File: src/rtl/uart_prog_loader_pkg.sv
// Shared definitions for the UART program loader.
// Sync byte, address width and FSM encodings.
package uart_prog_loader_pkg;

  localparam logic [7:0] UPG_SYNC_BYTE = 8'hA5;
  localparam int         UPG_ADR_W     = 14;

  typedef enum logic [2:0] {
    S_IDLE,
    S_CNT_L,
    S_CNT_H,
    S_PAYLOAD,
    S_CKSUM,
    S_DONE,
    S_ERR
  } upg_state_e;

  typedef enum logic [1:0] {
    RX_IDLE,
    RX_START,
    RX_DATA,
    RX_STOP
  } rx_state_e;

endpackage

File: src/rtl/uart_prog_loader_rx.sv
// 8N1 UART receiver: synchronizer, bit timer, shift register.
// Emits one-cycle byte_valid or frame_err after the stop-bit sample.
module uart_rx_byte
  import uart_prog_loader_pkg::*;
#(
  parameter int CLKS_PER_BIT = 86
) (
  input  logic       clk,
  input  logic       rst,
  input  logic       i_rx,
  output logic       o_byte_valid,
  output logic [7:0] o_byte_data,
  output logic       o_frame_err
);

  localparam int CW = $clog2(CLKS_PER_BIT);
  localparam logic [CW-1:0] HALF = CW'(CLKS_PER_BIT / 2 - 1);
  localparam logic [CW-1:0] FULL = CW'(CLKS_PER_BIT - 1);

  logic          r_s1;
  logic          r_s2;
  rx_state_e     r_state;
  rx_state_e     w_next;
  logic [CW-1:0] r_cnt;
  logic [2:0]    r_bit;
  logic [7:0]    r_shift;
  logic          r_valid;
  logic          r_ferr;
  logic          w_half;
  logic          w_full;

  assign w_half = (r_cnt == HALF);
  assign w_full = (r_cnt == FULL);

  always_ff @(posedge clk or posedge rst) begin
    if (rst) begin
      r_s1 <= 1'b1;
      r_s2 <= 1'b1;
    end else begin
      r_s1 <= i_rx;
      r_s2 <= r_s1;
    end
  end

  always_comb begin
    w_next = r_state;
    unique case (r_state)
      RX_IDLE:  if (!r_s2) w_next = RX_START;
      RX_START: if (w_half) w_next = r_s2 ? RX_IDLE : RX_DATA;
      RX_DATA:  if (w_full && r_bit == 3'd7) w_next = RX_STOP;
      RX_STOP:  if (w_full) w_next = RX_IDLE;
      default:  w_next = RX_IDLE;
    endcase
  end

  always_ff @(posedge clk or posedge rst) begin
    if (rst) begin
      r_state <= RX_IDLE;
      r_cnt   <= '0;
      r_bit   <= '0;
      r_shift <= '0;
      r_valid <= 1'b0;
      r_ferr  <= 1'b0;
    end else begin
      r_state <= w_next;
      r_valid <= 1'b0;
      r_ferr  <= 1'b0;
      if (r_state == RX_IDLE || w_next != r_state || w_full)
        r_cnt <= '0;
      else
        r_cnt <= r_cnt + CW'(1);
      if (r_state == RX_DATA && w_full) begin
        r_shift <= {r_s2, r_shift[7:1]};
        r_bit   <= r_bit + 3'd1;
      end
      if (r_state == RX_STOP && w_full) begin
        r_valid <= r_s2;
        r_ferr  <= !r_s2;
      end
    end
  end

  assign o_byte_valid = r_valid;
  assign o_byte_data  = r_shift;
  assign o_frame_err  = r_ferr;

endmodule

File: src/rtl/uart_prog_loader.sv
// Framed UART program loader driving the I-cache UPG port.
// Define UPG_CHECKSUM_EN to require the trailing XOR checksum byte.
module uart_prog_loader
  import uart_prog_loader_pkg::*;
#(
  parameter int CLKS_PER_BIT = 86,
  parameter int MAX_WORDS    = 16384
) (
  input  logic                 clk,
  input  logic                 rst,
  input  logic                 rx,
  output logic                 upg_rst,
  output logic                 upg_wen,
  output logic [UPG_ADR_W-1:0] upg_adr,
  output logic [31:0]          upg_dat,
  output logic                 upg_done,
  output logic                 upg_err
);

  localparam logic [15:0] MAXW = 16'(MAX_WORDS);
`ifdef UPG_CHECKSUM_EN
  localparam upg_state_e S_TAIL = S_CKSUM;
`else
  localparam upg_state_e S_TAIL = S_DONE;
`endif

  logic                 w_bv;
  logic [7:0]           w_byte;
  logic                 w_ferr;
  upg_state_e           r_state;
  upg_state_e           w_next;
  logic [15:0]          r_cnt;
  logic [15:0]          w_n;
  logic [1:0]           r_lane;
  logic [23:0]          r_word;
  logic                 r_wen;
  logic [UPG_ADR_W-1:0] r_adr;
  logic [31:0]          r_dat;
  logic                 w_active;
  logic                 w_last;
`ifdef UPG_CHECKSUM_EN
  logic [7:0]           r_ck;
`endif

  uart_rx_byte #(
    .CLKS_PER_BIT(CLKS_PER_BIT)
  ) u_rx (
    .clk         (clk),
    .rst         (rst),
    .i_rx        (rx),
    .o_byte_valid(w_bv),
    .o_byte_data (w_byte),
    .o_frame_err (w_ferr)
  );

  assign w_n      = {w_byte, r_cnt[7:0]};
  assign w_last   = (16'(r_adr) == r_cnt - 16'd1);
  assign w_active = !(r_state inside {S_IDLE, S_DONE, S_ERR});

  always_comb begin
    w_next = r_state;
    if (w_ferr && w_active) begin
      w_next = S_ERR;
    end else if (w_bv) begin
      unique case (r_state)
        S_IDLE, S_DONE, S_ERR:
          if (w_byte == UPG_SYNC_BYTE) w_next = S_CNT_L;
        S_CNT_L: w_next = S_CNT_H;
        S_CNT_H:
          if (w_n == 16'd0)     w_next = S_TAIL;
          else if (w_n > MAXW)  w_next = S_ERR;
          else                  w_next = S_PAYLOAD;
        S_PAYLOAD:
          if (r_lane == 2'd3 && w_last) w_next = S_TAIL;
`ifdef UPG_CHECKSUM_EN
        S_CKSUM: w_next = (w_byte == r_ck) ? S_DONE : S_ERR;
`endif
        default: w_next = r_state;
      endcase
    end
  end

  always_ff @(posedge clk or posedge rst) begin
    if (rst) r_state <= S_IDLE;
    else     r_state <= w_next;
  end

  always_ff @(posedge clk or posedge rst) begin
    if (rst) begin
      r_cnt  <= '0;
      r_lane <= '0;
      r_word <= '0;
      r_wen  <= 1'b0;
      r_adr  <= '0;
      r_dat  <= '0;
`ifdef UPG_CHECKSUM_EN
      r_ck   <= '0;
`endif
    end else begin
      r_wen <= 1'b0;
      if (r_wen) r_adr <= r_adr + UPG_ADR_W'(1);
      if (w_bv) begin
        unique case (r_state)
          S_IDLE, S_DONE, S_ERR:
            if (w_byte == UPG_SYNC_BYTE) begin
              r_adr  <= '0;
              r_lane <= '0;
`ifdef UPG_CHECKSUM_EN
              r_ck   <= '0;
`endif
            end
          S_CNT_L: r_cnt[7:0]  <= w_byte;
          S_CNT_H: r_cnt[15:8] <= w_byte;
          S_PAYLOAD: begin
            r_lane <= r_lane + 2'd1;
`ifdef UPG_CHECKSUM_EN
            r_ck   <= r_ck ^ w_byte;
`endif
            unique case (r_lane)
              2'd0: r_word[7:0]   <= w_byte;
              2'd1: r_word[15:8]  <= w_byte;
              2'd2: r_word[23:16] <= w_byte;
              default: begin
                r_dat <= {w_byte, r_word};
                r_wen <= 1'b1;
              end
            endcase
          end
          default: ;
        endcase
      end
    end
  end

  assign upg_rst  = !w_active;
  assign upg_done = (r_state == S_DONE);
  assign upg_err  = (r_state == S_ERR);
  assign upg_wen  = r_wen;
  assign upg_adr  = r_adr;
  assign upg_dat  = r_dat;

endmodule
File: config.mk
export PLATFORM = sky130hd
export DESIGN_NAME = uart_prog_loader
export DESIGN_NICKNAME = d
export VERILOG_FILES = /design/src/rtl/uart_prog_loader_pkg.sv /design/src/rtl/uart_prog_loader_rx.sv /design/src/rtl/uart_prog_loader.sv
export SDC_FILE = /design/constraint.sdc
export NUM_CORES = 1
export LEC_CHECK = 0
export BUFFER_PORTS_ARGS = -buffer_cell sky130_fd_sc_hd__buf_2
export CAP_MARGIN = 0
export CELL_PAD_IN_SITES_DETAIL_PLACEMENT = 0
export CELL_PAD_IN_SITES_GLOBAL_PLACEMENT = 2
export CORE_MARGIN = 1.5
export CORE_UTILIZATION = 40
export CTS_CLUSTER_SIZE = 28
export DETAILED_ROUTE_END_ITERATION = 10
export PLACE_DENSITY = 0.89
export SLEW_MARGIN = 20
export SYNTH_ARGS = -nofsm -noshare
export SYNTH_HDL_FRONTEND = slang
export SYNTH_SLANG_ARGS = --single-unit
File: constraint.sdc
create_clock -name clk -period 10.11 [get_ports clk]
set_input_delay 0.5055 -clock clk [delete_from_list [all_inputs] [get_ports clk]]
set_output_delay 0.5055 -clock clk [all_outputs]
set_load 0.1 [all_outputs]
==> Word level (Yosys, flattened, before mapping) <==
Index checks and enable logic that the tools add are counted.
{ "word_totals": {"out_inout_bits": 50, "elab_cells": 97, "register_bits": 116, "input_bits": 3} }
{ "classes": {"n_addsub": 5, "order_cmp": 1, "eq_ne": 20, "n_reduce_logical": 27, "muxes": 25, "bitwise_logic": 1} }
{ "ops": {"columns": ["operator", "count"], "rows": [
  ["$mux 14", 4],
  ["$mux 3", 6],
  ["$eq 14x16->1", 1],
  ["$gt 16x15->1 const B", 1],
  ["$logic_not 16->1", 1],
  ["$sub 16x1->16 const B", 1],
  ["$reduce_and 3->1", 5],
  ["$add 14x1->14 const B", 1],
  ["$mux 2", 6],
  ["$pmux 3 s4", 1],
  ["$eq 3x3->1 const B", 3],
  ["$eq 2x2->1 const B", 4],
  ["$eq 8x8->1 const B", 1],
  ["$pmux 2 s4", 1],
  ["$add 7x1->7 const B", 1],
  ["$eq 7x6->1 const B", 1],
  ["$eq 7x7->1 const B", 1],
  ["$mux 7", 1],
  ["$eq 3x2->1 const B", 2],
  ["$ne 3x3->1 const B", 2],
  ["$reduce_or 3->1", 2],
  ["$logic_and 1x1->1", 5],
  ["$mux 1", 5],
  ["$reduce_bool 5->1", 1],
  ["16 further kinds", 22]
]} }

==> Longest topological paths before layout <==
{ "depth": {"depth_word": 8, "mapped_depth": 8} }

==> Modules after synthesis <==
From an unflattened synthesis, not the netlist that was laid out.
{ "hier_totals": {"cells_unflattened": 473, "area_unflattened_um2": 5656.7} }
{ "by_module_without_submodules": {"columns": ["mod", "area_each_um2", "seq_area_each_um2", "cells_each", "instances"], "rows": [
  ["uart_prog_loader", 4553.1, 2302.2, 389, 1],
  ["uart_rx_byte", 1103.6, 603.1, 84, 1]
]} }

==> Worst setup path after synthesis <==
Ideal clock, no wire load.
{ "synth_timing": {"kind": "register to output", "startpoint": "register r_state[0]", "endpoint": "output port upg_done", "t_arrival_ps": 2866, "n_path_buf": 1, "path_stages_with_launch": 3, "slack_ps": 6739, "t_required_ps": 9605, "path_cell_list": "dfrtp_1 -> clkbuf_1 -> nor3b_1"} }
{ "synth_between": {"elab_chain_len": 1} }
{ "synth_rtl": {"columns": ["element", "line_no", "rtl"], "rows": [
  ["start: declaration", "uart_prog_loader.sv:30", "upg_state_e r_state;"],
  ["start signal: assignment", "uart_prog_loader.sv:85", "else r_state <= w_next;"],
  ["$eq 3x3->1", "uart_prog_loader.sv:136", "assign upg_done = (r_state == S_DONE);"],
  ["end: declaration", "uart_prog_loader.sv:16", "output logic upg_done,"]
]} }
Every way passes these cells.

==> Worst setup path after layout <==
{ "layout_timing": {"startpoint": "register r_state[1]", "endpoint": "register r_dat[12] (netlist: upg_dat[12])"} }
{ "layout_between": {"elab_chain_len": 2} }
{ "layout_rtl": {"columns": ["element", "line_no", "rtl"], "rows": [
  ["$eq 3x2->1", "uart_prog_loader.sv:103", "unique case (r_state)"],
  ["$reduce_and 3->1 (no source line)", null, null],
  ["end signal: assignment", "uart_prog_loader.sv:124", "r_dat <= {w_byte, r_word};"],
  ["end: declaration", "uart_prog_loader.sv:38", "logic [31:0] r_dat;"]
]} }
Every way passes these cells.
A chain may end at the register's enable or synchronous reset.

==> flow_results.org <==
** Synth
- Of all cell types, the one taking the most synthesized area is dfrtp_1.
- The top cell type by area accounts for 52.08% of the synthesized area.
- Flip-flop cell with the highest count after synthesis :: dfrtp_1
- Share of async-settable or async-resettable flops after synthesis :: 100.0%
- Mapped Cells :: 451
- Yosys mapped a number of flops with a built-in enable equal to 0.
- Ys Warns :: 0
- The number of different library cells used by synthesis comes to 57.
- The number of nets handed over by synthesis was 466.
- Summing every instance area after synthesis gives 0.005478 mm2.
- Seq/Total Area, Yosys :: 53.04%
- Number of flip-flops and latches in the synthesized netlist :: 116
- In this run the mean area of a mapped cell was 12.15 um2.
- In the post-synthesis netlist, the biggest area contributors are dfrtp_1, mux2_2, xor2_1.

** Finish
- In the final design database the tool counted 518 nets.
- Area Growth Syn to Fin :: 15.71%
- Antenna Cells :: 0
- Summing all multi-input logic gate instances after layout gives 0.002357 mm2.
- In the final layout, the share of cells above drive strength 1 is 34.11%.
- Layout filler cell count :: 1199
- End-of-flow core utilization :: 47.68%
- Post-layout instance area :: 0.006339 mm2
- Sequential cell area :: 0.002905 mm2

** Setup path
- For the worst setup path, the data required time is 10390 ps.
- Worst-case register-to-register setup slack :: 7550 ps
- By startpoint and endpoint, the worst setup path is classified as register to register.
- The largest single stage delay on the critical path is 540 ps.
- STA classifies the critical path startpoint as a register.
- STA classifies the critical path endpoint as a register.
- Logic depth of the worst register-to-register path :: 5
- Among all stages on the critical path, the largest delay is contributed by dfrtp_1.
- CP max FO :: 18
- Data arrives at the worst endpoint at 2840 ps.
- Ordered cell list for the critical path :: nor2b_1, and3_1, nand2_1, buf_4, mux2_2

** GRT
- Largest net degree at the start of global routing :: 71
- The via count of the first global-routing pass is 3624.
- Total global routing overflow :: 0
- The initial antenna violation count is 0.
- Global routing consumed, over all layers together, 16.69% of the routing resources.
- The first global-routing pass estimated 18.64 mm of wire.

** STA
- At the pin with the least slew margin, the transition time is 859.6 ps.
- Hold violation count in the final report :: 0
- Final min period :: 2565 ps
- Setup repair after global routing left no endpoint under its margin.
- Ratio of final minimum period to clock period :: 25.37%
- Final setup TNS :: 0 ps
- Max-slew headroom :: 42.48%
- Setup violations remaining at the end of the flow were counted as 0.
- Between clock sinks in the finished design, the worst skew comes to 11.97 ps.
- Maximum clock frequency :: 389.9 MHz
- The max-slew violation count was 0.

** Routing
- First DRT Iteration DRCs :: 144
- Vias per cell :: 5.169
- The count of nets left with antenna violations once routing finished came out at 0.
- Top Metal Used :: met4
- After detailed routing, the average wire length per cell comes to 15.72 um.
- Detailed route wirelength on metal3 :: 496 um
- Routed met2 length :: 5.299 mm
- Before antenna repair, the detailed router went through 4 iterations.
- After detailed routing, the total wire length is 10.88 mm.
- Detailed-routing wirelength on met1 :: 5.007 mm
- DRC errors left :: 0
- Total number of vias :: 3577

** Clock network
- The H-tree was split into 4 levels.
- Setup repair bufs after CTS :: 0
- Clk buf depth :: 2
- Number of cells upsized or downsized after cts :: 0
- Clock tree sinks :: 116
- In this run, post-CTS hold repair placed 0 buffers.
- The clock reaches the later pin of the worst-skew pair after 410 ps.
- Clock-pin slew was measured on the worst setup and hold paths at 50 ps.
- TritonCTS built the clock tree.
- Clock buffer count from CTS :: 17
- The tree is rooted in a clkbuf_16.

** Power and ir drop
- The analysis attributes to net switching a power of 213.8 uW.
- Static leakage :: 0.003265 uW
- Combinational logic is responsible for 1.9% of the overall power.
- Sequential share of power :: 46.8%
- Net switching fraction of the power :: 21.13%
- Cell internal power was estimated by the tool at 798.0 uW.
- Clock network fraction of design power :: 51.3%
- Worst IR Drop VDD :: 0.1068 mV
- Power spread over the standard cell area amounts to 159.6 mW/mm2.

** Die
- FP Rows :: 42
- The die covers 0.01441 mm2.
- The initial utilization of the core area, before any placement, comes to 41.20%.
- From left edge to right edge, the die measures 120.0 um.
- Top-level I/O count :: 53
- Die Y-Extent :: 120.0 um
- Core outline area :: 0.01330 mm2

** Run status
- Status :: completed

** Worst hold path
- Class of the worst hold path :: input pin to register
- Along the worst hold path, the cell count comes to 1.

** Placed design
- During placement, the flow inserted port buffers numbering 52.
- Total cell area at the placement stage :: 0.005813 mm2
- Routability-driven placement finished with a final weighted congestion of 0.8591.
- Hpwl dp :: 7.331 mm

** Run
- Number of max-cap violations :: 0
cells in the final DEF, fill, tap and decap left out, types with 2 or more instances in the layout:
cell type and count:
o21ai_0 17, inv_1 11, and3_1 5, nand2_1 25
nor4_1 3, nand4_1 7, clkbuf_16 17, ha_1 12
xor2_1 22, nor3_1 7, xnor2_1 13, buf_2 52
clkinvlp_4 5, a21o_1 2, clkbuf_1 4, mux2i_1 4
a211oi_1 2, a21oi_1 13, buf_4 3, nand4b_1 2
nand3_1 11, or3_1 6, clkbuf_8 2, mux2_2 79
nor4_2 3, clkinv_2 4, dfrtp_1 114, nor2_1 32
dfstp_2 2, nor3b_1 8, nor2b_1 3, or4_4 2
synth_stat cells, types with 7 or more instances:
| cell | instances |
|---|---|
| dfrtp_1 | 114 |
| mux2_2 | 79 |
| nor2_1 | 32 |
| nand2_1 | 25 |
| xor2_1 | 22 |
| o21ai_0 | 17 |
| a21oi_1 | 13 |
| xnor2_1 | 13 |
| ha_1 | 12 |
| inv_1 | 12 |
| nand3_1 | 11 |
| buf_2 | 8 |
| nor3b_1 | 8 |
| clkbuf_1 | 7 |
| nand4_1 | 7 |
| nor3_1 | 7 |
final timing paths:
path                             from     endpoint
max in group asynchronous         rst   upg_dat[2]
min reg2reg                 u_rx.r_s1    u_rx.r_s2
max reg2reg                r_state[1]  upg_dat[12]
min in group asynchronous         rst  upg_dat[17]
min                                rx    u_rx.r_s1
max                        r_state[1]  upg_dat[12]
per-stage QoR:
stage          hold slack (ps)  setup slack (ps)  total power (uW)  std cells
2_1_floorplan            345.2              6535             495.0        451
3_3_place_gp             346.8              7545             500.4        660
3_5_place_dp             353.5              7537             501.1        660
4_1_cts                  178.1              7532              1026        692
5_1_grt                  172.4              7373              1051        692
6_report                 200.9              7545              1012        692
sequential cells by signal, summed over array words and instances, names as in the netlist:
name               cells
u_rx.o_byte_data       8
r_word                24
u_rx.o_frame_err       1
upg_adr               14
u_rx.r_s2              1
r_state                3
r_cnt                 16
u_rx.r_s1              1
u_rx.r_bit             3
u_rx.r_cnt             7
upg_wen                1
u_rx.r_state           2
u_rx.o_byte_valid      1
upg_dat               32
r_lane                 2
logic make-up (layout without fill, tap and decap cells):
| family | count (synthesis) | in the layout | synth area share [%] |
|---|---|---|---|
| and+or+nand+nor | 124 | 124 | 12.33 |
| DFF | 116 | 116 | 53.04 |
| muxes | 83 | 83 | 16.97 |
| AOI/OAI and AO/OA | 47 | 47 | 5.391 |
| xor gates and xnor gates | 35 | 35 | 5.596 |
| buffers and inverters | 34 | 99 | 3.929 |
| adders and majority gates | 12 | 12 | 2.741 |
power by group through the flow:
stage	logic (uW)	clock network (uW)	registers, uW
5_1_grt	23.2	554	474
6_report	19.0	519	473
4_1_cts	20.2	533	473
3_5_place_dp	20.1	0	481
2_1_floorplan	14.9	0	480
3_3_place_gp	19.5	0	481
worst max-delay path: cells and delay by family, from the launching register on:
kind,cells,cell delay [ps]
AND/OR/NAND/NOR,3,1200
multiplexers,1,290
flip-flops,1,540
buffers and inverters,1,400
metal layers:
metal  global-route usage [%]  vias up
met5                        0        -
met4                    5.357        0
met3                    5.228        4
met2                    26.36       70
met1                    21.90     1819
li1                         -     1684
area by class of cell:
cell class | instances | share of cell area (%)
Sequential cell | 116 | 45.84
Tap cell | 176 | 3.474
Clock inverter | 9 | 0.9080
Multi-Input combinational cell | 301 | 37.19
Inverter | 12 | 0.7501
Timing Repair Buffer | 55 | 4.461
Clock buffer | 23 | 7.383
Note: power is estimated with default switching activity, not from simulation.
